### src/rtl/mips_ctrl_pkg.sv
// Shared encodings for the multi-cycle MIPS controller and ALU_CONTROL:
// opcodes, FSM state encoding, mux select codes, fault codes and the
// opcode classes produced by mc_opcode_class.
package mips_ctrl_pkg;

  localparam logic [5:0] OP_RTYPE = 6'h00;
  localparam logic [5:0] OP_J     = 6'h02;
  localparam logic [5:0] OP_BEQ   = 6'h04;
  localparam logic [5:0] OP_BNE   = 6'h05;
  localparam logic [5:0] OP_BGTZ  = 6'h07;
  localparam logic [5:0] OP_ADDI  = 6'h08;
  localparam logic [5:0] OP_SLTI  = 6'h0A;
  localparam logic [5:0] OP_ANDI  = 6'h0C;
  localparam logic [5:0] OP_ORI   = 6'h0D;
  localparam logic [5:0] OP_LW    = 6'h23;
  localparam logic [5:0] OP_SW    = 6'h2B;
  localparam logic [5:0] OP_HALT  = 6'h3F;

  typedef enum logic [3:0] {
    ST_IDLE     = 4'd0,
    ST_FETCH    = 4'd1,
    ST_DECODE   = 4'd2,
    ST_EXEC_R   = 4'd3,
    ST_EXEC_I   = 4'd4,
    ST_WB_ALU   = 4'd5,
    ST_MEM_ADDR = 4'd6,
    ST_MEM_RD   = 4'd7,
    ST_MEM_WB   = 4'd8,
    ST_MEM_WR   = 4'd9,
    ST_BRANCH   = 4'd10,
    ST_JUMP     = 4'd11,
    ST_HALT     = 4'd12,
    ST_ERROR    = 4'd13
  } state_e;

  typedef enum logic [2:0] {
    CLS_R, CLS_I, CLS_LS, CLS_BR, CLS_J, CLS_HALT, CLS_ILL
  } opclass_e;

  typedef enum logic [1:0] {
    BR_BEQ  = 2'd0,
    BR_BNE  = 2'd1,
    BR_BGTZ = 2'd2
  } brkind_e;

  localparam logic [1:0] PC_SRC_ALU    = 2'd0;
  localparam logic [1:0] PC_SRC_ALUOUT = 2'd1;
  localparam logic [1:0] PC_SRC_JUMP   = 2'd2;

  localparam logic [1:0] ALUB_RT       = 2'd0;
  localparam logic [1:0] ALUB_FOUR     = 2'd1;
  localparam logic [1:0] ALUB_SEXT     = 2'd2;
  localparam logic [1:0] ALUB_SEXT_SH2 = 2'd3;

  localparam logic [1:0] ALUOP_ADD    = 2'd0;
  localparam logic [1:0] ALUOP_SUB    = 2'd1;
  localparam logic [1:0] ALUOP_FUNCT  = 2'd2;
  localparam logic [1:0] ALUOP_OPCODE = 2'd3;

  localparam logic [1:0] FAULT_NONE    = 2'd0;
  localparam logic [1:0] FAULT_ILLEGAL = 2'd1;
  localparam logic [1:0] FAULT_TIMEOUT = 2'd2;

  // Where the FSM goes after an instruction retires; run is only looked at here.
  function automatic state_e retire_next(input logic run_now);
    return run_now ? ST_FETCH : ST_IDLE;
  endfunction

  // Branch flavour for a branch-class opcode; bgtz is the fall-through case.
  function automatic brkind_e brkind_of(input logic [5:0] op);
    case (op)
      OP_BEQ:  return BR_BEQ;
      OP_BNE:  return BR_BNE;
      default: return BR_BGTZ;
    endcase
  endfunction

endpackage

### src/rtl/mc_opcode_class.sv
// Combinational opcode classifier: maps IR[31:26] onto the instruction
// class that selects the FSM path out of DECODE.
module mc_opcode_class
  import mips_ctrl_pkg::*;
(
  input  logic [5:0] opcode_i,
  output opclass_e   op_class_o
);

  // Anything not explicitly recognised is reported as illegal.
  always_comb begin
    op_class_o = CLS_ILL;
    case (opcode_i)
      OP_RTYPE:                       op_class_o = CLS_R;
      OP_ADDI, OP_SLTI, OP_ANDI, OP_ORI: op_class_o = CLS_I;
      OP_LW, OP_SW:                   op_class_o = CLS_LS;
      OP_BEQ, OP_BNE, OP_BGTZ:        op_class_o = CLS_BR;
      OP_J:                           op_class_o = CLS_J;
      OP_HALT:                        op_class_o = CLS_HALT;
      default:                        op_class_o = CLS_ILL;
    endcase
  end

endmodule

### src/rtl/multicycle_ctrl.sv
// Multi-cycle MIPS sequencer: state register, per-state datapath control
// decode, memory wait/timeout counter and retired-instruction counter.
module multicycle_ctrl
  import mips_ctrl_pkg::*;
#(
  parameter int CNT_W    = 32,
  parameter int WAIT_MAX = 15
) (
  input  logic             clk,
  input  logic             rst,
  input  logic             run,
  input  logic [5:0]       opcode,
  input  logic [5:0]       funct,
  input  logic             alu_zero,
  input  logic             alu_positive,
  input  logic             mem_ready,
  output logic             pc_we,
  output logic [1:0]       pc_src,
  output logic             ir_we,
  output logic             iord,
  output logic             mem_re,
  output logic             mem_we,
  output logic             reg_we,
  output logic             reg_dst,
  output logic             mem_to_reg,
  output logic             alu_src_a,
  output logic [1:0]       alu_src_b,
  output logic [1:0]       alu_op,
  output logic [3:0]       state,
  output logic             halted,
  output logic             fault,
  output logic [1:0]       fault_code,
  output logic [CNT_W-1:0] instr_count
);

  localparam int WAIT_W = $clog2(WAIT_MAX + 1);
  localparam logic [WAIT_W-1:0] WAIT_LIMIT = WAIT_W'(WAIT_MAX);

  state_e            state_q, state_d;
  logic [WAIT_W-1:0] wait_q, wait_d, wait_inc;
  logic [CNT_W-1:0]  count_q;
  logic              count_inc;
  logic              reg_dst_q, reg_dst_d;
  brkind_e           br_kind_q, br_kind_d;
  logic [1:0]        fault_code_q, fault_code_d;
  opclass_e          op_class;
  logic              timeout;
  logic              funct_unused;

  // funct only matters to ALU_CONTROL; the sequencer never looks at it.
  assign funct_unused = ^funct;

  mc_opcode_class u_class (
    .opcode_i   (opcode),
    .op_class_o (op_class)
  );

  // wait_q counts missed mem_ready cycles already spent in this memory state,
  // so the cycle that would make it WAIT_MAX is the last one allowed.
  assign wait_inc = wait_q + WAIT_W'(1);
  assign timeout  = ~mem_ready && (wait_inc == WAIT_LIMIT);

  assign state       = state_q;
  assign halted      = (state_q == ST_HALT);
  assign fault       = (state_q == ST_ERROR);
  assign fault_code  = fault_code_q;
  assign instr_count = count_q;

  // Next-state and control decode; everything defaults to 0 and the wait
  // counter defaults to clear, so it starts at 0 on every memory-state entry.
  always_comb begin
    state_d      = state_q;
    wait_d       = '0;
    count_inc    = 1'b0;
    reg_dst_d    = reg_dst_q;
    br_kind_d    = br_kind_q;
    fault_code_d = fault_code_q;
    pc_we        = 1'b0;
    pc_src       = PC_SRC_ALU;
    ir_we        = 1'b0;
    iord         = 1'b0;
    mem_re       = 1'b0;
    mem_we       = 1'b0;
    reg_we       = 1'b0;
    reg_dst      = 1'b0;
    mem_to_reg   = 1'b0;
    alu_src_a    = 1'b0;
    alu_src_b    = ALUB_RT;
    alu_op       = ALUOP_ADD;

    case (state_q)
      ST_IDLE: begin
        if (run) state_d = ST_FETCH;
      end
      ST_FETCH: begin
        mem_re    = 1'b1;
        alu_src_b = ALUB_FOUR;
        if (mem_ready) begin
          ir_we   = 1'b1;
          pc_we   = 1'b1;
          state_d = ST_DECODE;
        end else if (timeout) begin
          state_d      = ST_ERROR;
          fault_code_d = FAULT_TIMEOUT;
        end else begin
          wait_d = wait_inc;
        end
      end
      ST_DECODE: begin
        alu_src_b = ALUB_SEXT_SH2;
        reg_dst_d = (op_class == CLS_R);
        br_kind_d = brkind_of(opcode);
        case (op_class)
          CLS_R:    state_d = ST_EXEC_R;
          CLS_I:    state_d = ST_EXEC_I;
          CLS_LS:   state_d = ST_MEM_ADDR;
          CLS_BR:   state_d = ST_BRANCH;
          CLS_J:    state_d = ST_JUMP;
          CLS_HALT: begin
            state_d   = ST_HALT;
            count_inc = 1'b1;
          end
          default: begin
            state_d      = ST_ERROR;
            fault_code_d = FAULT_ILLEGAL;
          end
        endcase
      end
      ST_EXEC_R: begin
        alu_src_a = 1'b1;
        alu_op    = ALUOP_FUNCT;
        reg_dst   = reg_dst_q;
        state_d   = ST_WB_ALU;
      end
      ST_EXEC_I: begin
        alu_src_a = 1'b1;
        alu_src_b = ALUB_SEXT;
        alu_op    = ALUOP_OPCODE;
        reg_dst   = reg_dst_q;
        state_d   = ST_WB_ALU;
      end
      ST_WB_ALU: begin
        reg_we    = 1'b1;
        reg_dst   = reg_dst_q;
        count_inc = 1'b1;
        state_d   = retire_next(run);
      end
      ST_MEM_ADDR: begin
        alu_src_a = 1'b1;
        alu_src_b = ALUB_SEXT;
        state_d   = (opcode == OP_LW) ? ST_MEM_RD : ST_MEM_WR;
      end
      ST_MEM_RD: begin
        mem_re = 1'b1;
        iord   = 1'b1;
        if (mem_ready) begin
          state_d = ST_MEM_WB;
        end else if (timeout) begin
          state_d      = ST_ERROR;
          fault_code_d = FAULT_TIMEOUT;
        end else begin
          wait_d = wait_inc;
        end
      end
      ST_MEM_WB: begin
        reg_we     = 1'b1;
        mem_to_reg = 1'b1;
        count_inc  = 1'b1;
        state_d    = retire_next(run);
      end
      ST_MEM_WR: begin
        mem_we = 1'b1;
        iord   = 1'b1;
        if (mem_ready) begin
          count_inc = 1'b1;
          state_d   = retire_next(run);
        end else if (timeout) begin
          state_d      = ST_ERROR;
          fault_code_d = FAULT_TIMEOUT;
        end else begin
          wait_d = wait_inc;
        end
      end
      ST_BRANCH: begin
        alu_src_a = 1'b1;
        alu_op    = ALUOP_SUB;
        pc_src    = PC_SRC_ALUOUT;
        case (br_kind_q)
          BR_BEQ:  pc_we = alu_zero;
          BR_BNE:  pc_we = ~alu_zero;
          BR_BGTZ: pc_we = alu_positive;
          default: pc_we = 1'b0;
        endcase
        count_inc = 1'b1;
        state_d   = retire_next(run);
      end
      ST_JUMP: begin
        pc_we     = 1'b1;
        pc_src    = PC_SRC_JUMP;
        count_inc = 1'b1;
        state_d   = retire_next(run);
      end
      ST_HALT:  state_d = ST_HALT;
      ST_ERROR: state_d = ST_ERROR;
      // Unused encodings fall back to IDLE rather than wedging the sequencer.
      default:  state_d = ST_IDLE;
    endcase
  end

  // State, counters and latched decode information, with synchronous reset.
  always_ff @(posedge clk) begin
    if (rst) begin
      state_q      <= ST_IDLE;
      wait_q       <= '0;
      count_q      <= '0;
      reg_dst_q    <= 1'b0;
      br_kind_q    <= BR_BEQ;
      fault_code_q <= FAULT_NONE;
    end else begin
      state_q      <= state_d;
      wait_q       <= wait_d;
      reg_dst_q    <= reg_dst_d;
      br_kind_q    <= br_kind_d;
      fault_code_q <= fault_code_d;
      if (count_inc) count_q <= count_q + CNT_W'(1);
    end
  end

endmodule
### config.mk
export PLATFORM = sky130hd
export DESIGN_NAME = multicycle_ctrl
export DESIGN_NICKNAME = d
export VERILOG_FILES = /design/src/rtl/mips_ctrl_pkg.sv /design/src/rtl/mc_opcode_class.sv /design/src/rtl/multicycle_ctrl.sv
export SDC_FILE = /design/constraint.sdc
export NUM_CORES = 1
export LEC_CHECK = 0
export BUFFER_PORTS_ARGS = -buffer_cell sky130_fd_sc_hd__buf_2
export CORE_AREA = 2 2 81 83
export CTS_CLUSTER_SIZE = 24
export DETAILED_ROUTE_END_ITERATION = 6
export DIE_AREA = 0 0 83 85
export PLACE_DENSITY = 0.71
export SLEW_MARGIN = 5
export SYNTH_ARGS = -nofsm -noshare
export SYNTH_HDL_FRONTEND = slang
export SYNTH_HIERARCHICAL = 1
export SYNTH_SLANG_ARGS = --single-unit
### constraint.sdc
create_clock -name clk -period 2.5 [get_ports clk]
set_clock_uncertainty 0.1 [all_clocks]
set_input_delay 0.5 -clock clk [delete_from_list [all_inputs] [get_ports clk]]
set_output_delay 0.5 -clock clk [all_outputs]
set_load 0.03 [all_outputs]
==> impl_metrics.env, run 1 <==
export IMPL_antenna_found_initial=0
export IMPL_synth_ff_type="dfxtp_1"
export IMPL_vias=2672
export IMPL_synth_top_family_by_area="simple AND/OR/NAND/NOR gates"
export IMPL_route_detailed_wl_per_inst_um=12.6
export IMPL_worst_slew_pin_slew_ps=488
export IMPL_ios=73
export IMPL_final_net_count=450
export IMPL_yosysTopAreaCell="dfxtp_1"
export IMPL_path_clk_slew_ps=80
export IMPL_fin_crit_ps=2310
export IMPL_antennaDiodeCount=0
export IMPL_syn_to_final_growth_pct=24.3
export IMPL_synth_top_area_share_pct=33.2
export IMPL_critical_path_max_stage_delay_ps=590
export IMPL_crit_path_end_kind="output port"
export IMPL_routed_wl_um=6360
export IMPL_synth_edff_count=0
export IMPL_drtPass1Iterations=5
export IMPL_synth_adder_area_share_pct=1.38
export IMPL_hpwl_um=4750
export IMPL_rsz0062_at_grt="false"
export IMPL_drt_iter0_drc=93
export IMPL_synth_simple_gate_area_share_pct=37.1
export IMPL_synth_seq_area_share_pct=33.2
export IMPL_drv_slew=0
export IMPL_initial_core_util_pct=43.7
export IMPL_grt_start_max_net_pins=34
export IMPL_maxCapViolCount=0
export IMPL_crit_start="state[3]"
export IMPL_min_from="wait_q[0]"
export IMPL_drtAntennaViolNets=0
export IMPL_layout_drive_gt1_share_pct=28.4
export IMPL_cp_max_fo=12
export IMPL_ys_warn_count=6
export IMPL_p_leak_nw=1.41
export IMPL_ys_top_cells_by_area="dfxtp_1 33%, nor2_1 8.9%, xnor2_1 7.4%"
export IMPL_die_area_mm2=0.00706
export IMPL_via_per_inst=5.28
export IMPL_clock_sinks=45
export IMPL_io_buffers=66
export IMPL_power_total_w=0.00139
export IMPL_fmax_ghz=0.434
export IMPL_coreArea_mm2=0.00620
export IMPL_worst_endpoint_arrival_ps=1710
export IMPL_period_share_pct=92.2
export IMPL_setup_viol=0
export IMPL_p_per_area_mw_per_mm2=413
export IMPL_relSlewSlack_pct=67.1
export IMPL_syn_area_mm2=0.00271
export IMPL_fp_dieW_um=83
export IMPL_synth_mux_area_share_pct=1.52
export IMPL_hold_slack_ps=385
export IMPL_post_cts_setup_buffer_count=0
export IMPL_grt_pass1_wl_um=11100
export IMPL_cts_root_buffer="clkbuf_8"
export IMPL_numCtsBuffers=5
export IMPL_ir_drop_v=0.000331
export IMPL_r2r_start="state[3]"
export IMPL_overflow=0
export IMPL_grt_pass1_vias=2542
export IMPL_syn_nets=370
export IMPL_fin_ws_ps=194
export IMPL_die_y_um=85
export IMPL_avgSynthCellArea_um2=7.78
export IMPL_crit_slowest_cell="dfxtp_1"
export IMPL_hold_viol_final=0
export IMPL_crit_chain="buf_4 -> xor2_1 -> nand2_1 -> o21ai_0 -> buf_2"
export IMPL_required_ps=1900
export IMPL_ys_seq_elements=45
export IMPL_drc=0
export IMPL_ys_types=52
export IMPL_pre_cts_slack_ps=-54.6
export IMPL_htreeDepth=2
export IMPL_synth_xor_area_share_pct=8.71
export IMPL_cts_tree="yes"
export IMPL_hp_class="register to register"
export IMPL_worstSetupPathType="register to output port"
export IMPL_gp_congestion=0.915
export IMPL_track_usage_pct=18.7
export IMPL_clk_latency_ps=290
export IMPL_crit_family="flip-flops"
export IMPL_crit_path_start_kind="register"
export IMPL_cts_buffer_depth=2
export IMPL_synth_compound_area_share_pct=14.1
export IMPL_async_flop_share_pct=0
export IMPL_syn_inst=349
export IMPL_status="finished clean"
export IMPL_critPathBufInv=2
export IMPL_rows=29
-- what timing repair did --
item,CTS,global route
hold buffers,0,0
resized for setup,0,1
setup endpoints to repair,0,1
-- cells by family after synthesis --
group | after synthesis
and+or+nand+nor | 182
xor gates and xnor gates | 27
adders and majority gates | 3
buffers and inverters | 26
DFF | 45
muxes | 4
AOI/OAI and AO/OA | 62
-- metal layers --
metal / wire length [um] / vias up / part of all wire (%) / GRT usage [%]
li1: - / 1382 / - / -
met1: 2960 / 1206 / 47 / 23.5
met2: 2950 / 77 / 46 / 31.5
met3: 337 / 7 / 5.3 / 3.40
met4: 108 / 0 / 1.7 / 8.05
met5: 0 / - / 0 / 0
-- report_power, final --
group | switching, W | internal, W
sequential | 0.0000114 | 0.000723
combinational | 0.000135 | 0.0000778
clock | 0.000227 | 0.000219
total | 0.000373 | 0.00102
-- cells in the mapped netlist (3+ instances only) --
| cell type | instances |
|---|---|
| a21oi_1 | 23 |
| a31oi_1 | 4 |
| buf_2 | 4 |
| clkbuf_1 | 10 |
| dfxtp_1 | 45 |
| ha_1 | 3 |
| inv_1 | 9 |
| mux2i_1 | 3 |
| nand2_1 | 27 |
| nand2b_1 | 11 |
| nand3_1 | 11 |
| nand3b_1 | 3 |
| nand4_1 | 3 |
| nand4_4 | 3 |
| nor2_1 | 64 |
| nor2b_1 | 6 |
| nor3_1 | 19 |
| nor3b_1 | 6 |
| nor4_1 | 4 |
| nor4_2 | 3 |
| o211ai_1 | 4 |
| o21ai_0 | 14 |
| or2_2 | 3 |
| or3_1 | 6 |
| xnor2_1 | 23 |
| xor2_1 | 4 |
-- metrics by stage --
step	area, um2	util [%]	setup TNS (ps)	std cells
after floorplan	2740	-	0	349
after global placement	3280	52.9	-35.8	499
after detailed placement	3280	52.9	-63.4	499
after CTS	3370	54.3	0	506
after global routing	3370	54.3	0	506
final	3370	54.3	0	506
-- sequential cells by signal (all words and copies together), names as in the netlist --
signal,flops
reg_dst_q,1
wait_q,4
br_kind_q,2
state,4
fault_code,2
instr_count,32
-- cell type report --
class | instances | area (um2)
Fill cell | 599 | 2830
Multi-Input combinational cell | 278 | 1730
Sequential cell | 45 | 902
Timing Repair Buffer | 90 | 523
Tap cell | 77 | 96.3
Clock buffer | 7 | 86.3
Inverter | 9 | 33.8
-- worst paths after layout --
check	end	cells past startpoint	slack, ps
setup / recovery	alu_src_a	5	190
hold / removal	wait_q[0]	1	390
setup reg to reg	instr_count[26]	7	380
hold reg to reg	wait_q[0]	1	390
-- cell usage in the layout, fill, tap and decap left out, drive strengths merged, types with 2 or more instances in the layout --
cell type / netlist / routed
a21oi: 23 / 23
xnor2: 23 / 23
nor4: 8 / 8
nor2: 64 / 64
or2: 3 / 3
nand4: 6 / 6
clkbuf: 10 / 7
a32oi: 2 / 2
nor4b: 3 / 3
or3: 6 / 6
a211oi: 2 / 2
o22ai: 2 / 2
ha: 3 / 3
nor3b: 7 / 7
a31oi: 4 / 4
o21a: 2 / 2
o21ai: 14 / 14
o211ai: 4 / 4
xor2: 4 / 4
nor3: 19 / 19
and2: 2 / 2
inv: 9 / 9
nand2b: 11 / 11
buf: 7 / 90
dfxtp: 45 / 45
nand2: 28 / 28
and3: 2 / 2
mux2i: 3 / 3
nor2b: 7 / 7
nand3: 11 / 11
nand3b: 3 / 3
(Power assumes the default switching activity.)
==> run 2, diff against run 1 <==
--- a/config.mk
+++ b/config.mk
@@ -5,12 +5,13 @@
 export SDC_FILE = /design/constraint.sdc
 export NUM_CORES = 1
 export LEC_CHECK = 0
+export ABC_AREA = 1
 export BUFFER_PORTS_ARGS = -buffer_cell sky130_fd_sc_hd__buf_2
-export CORE_AREA = 2 2 81 83
+export CORE_AREA = 2 2 86 88
 export CTS_CLUSTER_SIZE = 24
 export DETAILED_ROUTE_END_ITERATION = 6
-export DIE_AREA = 0 0 83 85
-export PLACE_DENSITY = 0.71
+export DIE_AREA = 0 0 88 90
+export PLACE_DENSITY = 0.7
 export SLEW_MARGIN = 5
 export SYNTH_ARGS = -nofsm -noshare
 export SYNTH_HDL_FRONTEND = slang
==> impl_metrics.env, run 2 <==
export IMPL_avgSynthCellArea_um2=5.88
export IMPL_crit_family="flip-flops"
export IMPL_rows=31
export IMPL_synth_edff_count=0
export IMPL_drtAntennaViolNets=0
export IMPL_fillCellCount=769
export IMPL_yosysMostFrequentCell="nand2_1"
export IMPL_clk_latency_ps=300
export IMPL_syn_nets=544
export IMPL_drt_iter0_drc=148
export IMPL_hpwl_um=6140
export IMPL_status="finished clean"
export IMPL_fmax_ghz=0.424
export IMPL_cts_root_buffer="clkbuf_8"
export IMPL_p_per_area_mw_per_mm2=579
export IMPL_rr_endpoint="instr_count[24]"
export IMPL_hp_class="register to register"
export IMPL_setup_viol=0
export IMPL_drv_slew=0
export IMPL_synth_seq_area_share_pct=29.3
export IMPL_layout_drive_gt1_share_pct=17.1
export IMPL_clock_sinks=45
export IMPL_fp_dieW_um=88
export IMPL_period_share_pct=94.4
export IMPL_crit_path_end_kind="output port"
export IMPL_initial_core_util_pct=43.8
export IMPL_vias=3334
export IMPL_crit_path_start_kind="register"
export IMPL_die_area_mm2=0.00792
export IMPL_grt_start_max_net_pins=41
export IMPL_die_y_um=90
export IMPL_min_from="fault_code[1]"
export IMPL_worstSetupPathType="register to output port"
export IMPL_cts_buffer_depth=2
export IMPL_min_path_cells=2
export IMPL_critical_path_max_stage_delay_ps=490
export IMPL_hold_buffers=0
export IMPL_layout_common_cells="176 x nand2_1, 93 x nor2_1, 66 x buf_2"
export IMPL_cts_resized=0
export IMPL_track_usage_pct=20.9
export IMPL_r2r_setup_slack_ps=590
export IMPL_io_buffers=66
export IMPL_async_flop_share_pct=0
export IMPL_maxCapViolCount=0
export IMPL_path_clk_slew_ps=90
export IMPL_layout_commonest_cell="nand2_1"
export IMPL_worst_endpoint_arrival_ps=1760
export IMPL_cts_tree="yes"
export IMPL_relSlewSlack_pct=59.4
export IMPL_grt_pass1_vias=3039
export IMPL_worst_slew_pin_slew_ps=606
export IMPL_reg2reg_depth=9
export IMPL_synth_common_cells="176 x nand2_1, 93 x nor2_1, 56 x inv_1"
export IMPL_synth_ff_type="dfxtp_1"
export IMPL_crit_slowest_cell="dfxtp_1"
export IMPL_ir_drop_v=0.000538
export IMPL_worstHoldEndpoint="fault_code[1]"
export IMPL_ys_warn_count=6
export IMPL_crit_chain="nand2_1 -> nor2_1 -> o211ai_1 -> o221ai_1 -> buf_2"
export IMPL_yosysTopAreaCell="dfxtp_1"
export IMPL_htreeDepth=2
export IMPL_syn_inst=523
export IMPL_postLayoutCoreUtil_pct=51.5
export IMPL_overflow=0
export IMPL_gp_congestion=0.891
export IMPL_synth_top_area_share_pct=29.3
export IMPL_via_per_inst=4.85
export IMPL_routed_wl_um=7960
export IMPL_critPathBufInv=1
export IMPL_p_leak_nw=1.70
export IMPL_post_cts_setup_buffer_count=0
export IMPL_ys_top_cells_by_area="dfxtp_1 29%, nand2_1 21%, nor2_1 11%"
export IMPL_drtPass1Iterations=4
export IMPL_cp_max_fo=6
export IMPL_final_net_count=609
export IMPL_antennaDiodeCount=0
export IMPL_coreArea_mm2=0.00702
export IMPL_fin_crit_ps=2360
export IMPL_ys_types=32
export IMPL_largest_register_ff_count=32
export IMPL_antenna_found_initial=0
export IMPL_hold_viol_final=0
export IMPL_required_ps=1900
export IMPL_route_detailed_wl_per_inst_um=11.6
export IMPL_tns_ps=0
export IMPL_grt_pass1_wl_um=13400
export IMPL_r2r_start="instr_count[0]"
export IMPL_numCtsBuffers=5
export IMPL_syn_to_final_growth_pct=17.5
export IMPL_drc=0
export IMPL_hold_slack_ps=382
export IMPL_ys_seq_elements=45
export IMPL_ios=73
export IMPL_rsz0062_at_grt="false"
export IMPL_syn_area_mm2=0.00308
run 2: worst max path at each step:
stage                    from              end  depth (start not counted)
floorplan            state[3]            pc_we                          4
global placement    opcode[1]  instr_count[20]                         15
detailed placement  opcode[1]  instr_count[20]                         15
CTS                  state[3]            pc_we                          5
global route         state[3]            pc_we                          5
finish               state[3]            pc_we                          5
run 2: cell families after synthesis:
group,Yosys count,synth area share (%)
fa+ha+maj,3,1.22
compound gates,49,8.83
flops,45,29.3
simple gates,340,47.1
xor+xnor,13,3.70
buf+inv,73,9.85
run 2: power breakdown:
part	switching [W]	total [W]	internal (W)	leakage, nW
logic	0.000508	0.000707	0.000199	1.28
registers	0.0000523	0.000804	0.000752	0.363
clock network	0.000257	0.000582	0.000325	0.0574
total	0.000817	0.00209	0.00128	1.70
run 2: layer usage:
| layer | global-route usage [%] | vias to the layer above | wire (um) |
|---|---|---|---|
| met5 | 0 | - | 0 |
| met4 | 7.31 | 0 | 168 |
| met3 | 3.49 | 15 | 371 |
| met2 | 36.4 | 79 | 3760 |
| met1 | 25.4 | 1473 | 3650 |
| li1 | - | 1767 | - |
run 2: layout make-up:
cell class	count	area, um2	area share (%)
clock inverters	2	37.5	1.04
flip-flops and latches	45	901	24.9
repair buffers	69	365	10.1
clock buffers	6	82.6	2.28
inverters	62	233	6.44
multi-input cells	405	1870	51.8
well taps	99	124	3.43
run 2: tightest hold or removal path: stages (launching register included):
cell	delay [ps]
dfxtp_1	340
nor2_1	50
nor2_1	60
run 2: stage by stage:
stage	cells	power, W	setup WS [ps]	area (um2)
detailed placement	680	0.00153	108	3490
finish	688	0.00209	139	3610
CTS	688	0.00211	121	3610
global placement	680	0.00152	147	3490
global route	688	0.00222	11.5	3610
floorplan	523	0.00136	170	3080
==> run 3, diff against run 2 <==
--- a/config.mk
+++ b/config.mk
@@ -7,10 +7,10 @@
 export LEC_CHECK = 0
 export ABC_AREA = 1
 export BUFFER_PORTS_ARGS = -buffer_cell sky130_fd_sc_hd__buf_2
-export CORE_AREA = 2 2 86 88
+export CORE_AREA = 2 2 77 98
 export CTS_CLUSTER_SIZE = 24
 export DETAILED_ROUTE_END_ITERATION = 6
-export DIE_AREA = 0 0 88 90
+export DIE_AREA = 0 0 79 100
 export PLACE_DENSITY = 0.7
 export SLEW_MARGIN = 5
 export SYNTH_ARGS = -nofsm -noshare
==> impl_metrics.env, run 3 (synthesis results as in run 2) <==
export IMPL_io_buffers=66
export IMPL_routed_wl_um=8230
export IMPL_dpl_cell_area_mm2=0.00348
export IMPL_fp_dieW_um=79
export IMPL_r2r_setup_slack_ps=530
export IMPL_r2r_start="state[1]"
export IMPL_hpwl_um=6340
export IMPL_track_usage_pct=21.7
export IMPL_min_path_cells=2
export IMPL_worst_endpoint_arrival_ps=1740
export IMPL_relSlewSlack_pct=71.3
export IMPL_hold_slack_ps=374
export IMPL_p_per_area_mw_per_mm2=561
export IMPL_layout_drive_gt1_share_pct=17.5
export IMPL_worstSetupPathType="register to output port"
export IMPL_drtAntennaViolNets=0
export IMPL_coreArea_mm2=0.00709
export IMPL_overflow=0
export IMPL_crit_path_start_kind="register"
export IMPL_cts_root_buffer="clkbuf_8"
export IMPL_setup_viol=0
export IMPL_maxCapViolCount=0
export IMPL_largest_register_ff_count=32
export IMPL_rr_endpoint="instr_count[19]"
export IMPL_gp_congestion=0.923
export IMPL_p_leak_nw=1.70
export IMPL_route_detailed_wl_per_inst_um=12.1
export IMPL_grt_start_max_net_pins=41
export IMPL_drtPass1Iterations=4
export IMPL_numCtsBuffers=5
export IMPL_ios=73
export IMPL_path_clk_slew_ps=90
export IMPL_worstHoldEndpoint="fault_code[1]"
export IMPL_vias=3436
export IMPL_initial_core_util_pct=43.4
export IMPL_htreeDepth=2
export IMPL_antenna_found_initial=0
export IMPL_min_from="fault_code[1]"
export IMPL_antennaDiodeCount=0
export IMPL_final_net_count=610
export IMPL_fillCellCount=777
export IMPL_drt_iter0_drc=159
export IMPL_clock_sinks=45
export IMPL_status="finished clean"
export IMPL_cts_buffer_depth=2
export IMPL_crit_path_end_kind="output port"
export IMPL_clk_latency_ps=300
export IMPL_postLayoutCellArea_mm2=0.00358
export IMPL_power_total_w=0.00201
export IMPL_worst_slew_pin_slew_ps=430
export IMPL_ir_drop_v=0.000542
export IMPL_cts_resized=0
export IMPL_hold_buffers=0
export IMPL_reg2reg_depth=10
export IMPL_rsz0062_at_grt="false"
export IMPL_die_area_mm2=0.00790
export IMPL_cts_tree="yes"
export IMPL_hp_class="register to register"
export IMPL_tns_ps=0
export IMPL_required_ps=1900
export IMPL_grt_pass1_wl_um=14000
export IMPL_via_per_inst=5.04
export IMPL_layout_commonest_cell="nand2_1"
export IMPL_drc=0
export IMPL_fin_crit_ps=2340
export IMPL_period_share_pct=93.6
export IMPL_rows=35
export IMPL_layout_common_cells="176 x nand2_1, 92 x nor2_1, 66 x buf_2"
export IMPL_hold_viol_final=0
export IMPL_grt_pass1_vias=3183
export IMPL_drv_slew=0
export IMPL_die_y_um=100
export IMPL_cp_max_fo=6
export IMPL_fmax_ghz=0.427
export IMPL_post_cts_setup_buffer_count=0
export IMPL_syn_to_final_growth_pct=16.6
-- run 3: cell count changes in the layout (fill, tap and decap cells not counted) --
cell / previous run / this run
buf_12: 1 / 0
buf_4: 2 / 4
bufinv_16: 1 / 0
clkbuf_8: 6 / 7
clkinv_2: 0 / 1
clkinvlp_4: 1 / 0
nor2_1: 93 / 92
nor2_2: 6 / 7
-- run 3: area by class of cell --
| type | count | area [um2] | share of cell area, % |
|---|---|---|---|
| Sequential cell | 45 | 901 | 25.1 |
| Inverter | 62 | 233 | 6.49 |
| Timing Repair Buffer | 70 | 360 | 10.1 |
| Clock inverter | 1 | 5.00 | 0.140 |
| Clock buffer | 7 | 96.3 | 2.69 |
| Tap cell | 92 | 115 | 3.21 |
| Multi-Input combinational cell | 405 | 1870 | 52.3 |
-- run 3: worst max-delay path by stage --
| stage | startpoint | to | cells past startpoint |
|---|---|---|---|
| 4_1_cts | state[3] | pc_we | 5 |
| 2_1_floorplan | state[3] | pc_we | 4 |
| 5_1_grt | state[3] | pc_we | 5 |
| 3_3_place_gp | opcode[0] | instr_count[19] | 16 |
| 3_5_place_dp | opcode[2] | instr_count[20] | 15 |
| 6_report | state[3] | pc_we | 5 |
-- run 3: power breakdown --
part           leakage [nW]  internal (W)  switching [W]
logic                  1.28      0.000189       0.000501
registers             0.363      0.000751      0.0000576
clock network        0.0542      0.000251       0.000262
total                  1.70       0.00119       0.000821
-- run 3: per-layer routing --
metal	vias to the layer above	share of wire, %	GRT usage (%)
li1	1766	-	-
met5	-	0	0
met4	0	2.8	9.42
met3	22	4.4	2.43
met2	86	52	40.8
met1	1562	41	24.4
-- run 3: critical path, cell delays in order (launching register included) --
cell      delay [ps]
dfxtp_1          470
nand2_1          200
nor2_2           230
o211ai_1         200
o221ai_1         110
buf_2            220
-- run 3: stage by stage --
stage	setup slack [ps]	instances	util, %
6_report	160	682	50.5
5_1_grt	50.8	682	50.5
4_1_cts	56.8	682	50.5
3_5_place_dp	54.7	674	49.1
3_3_place_gp	141	674	49.1
2_1_floorplan	170	523	-
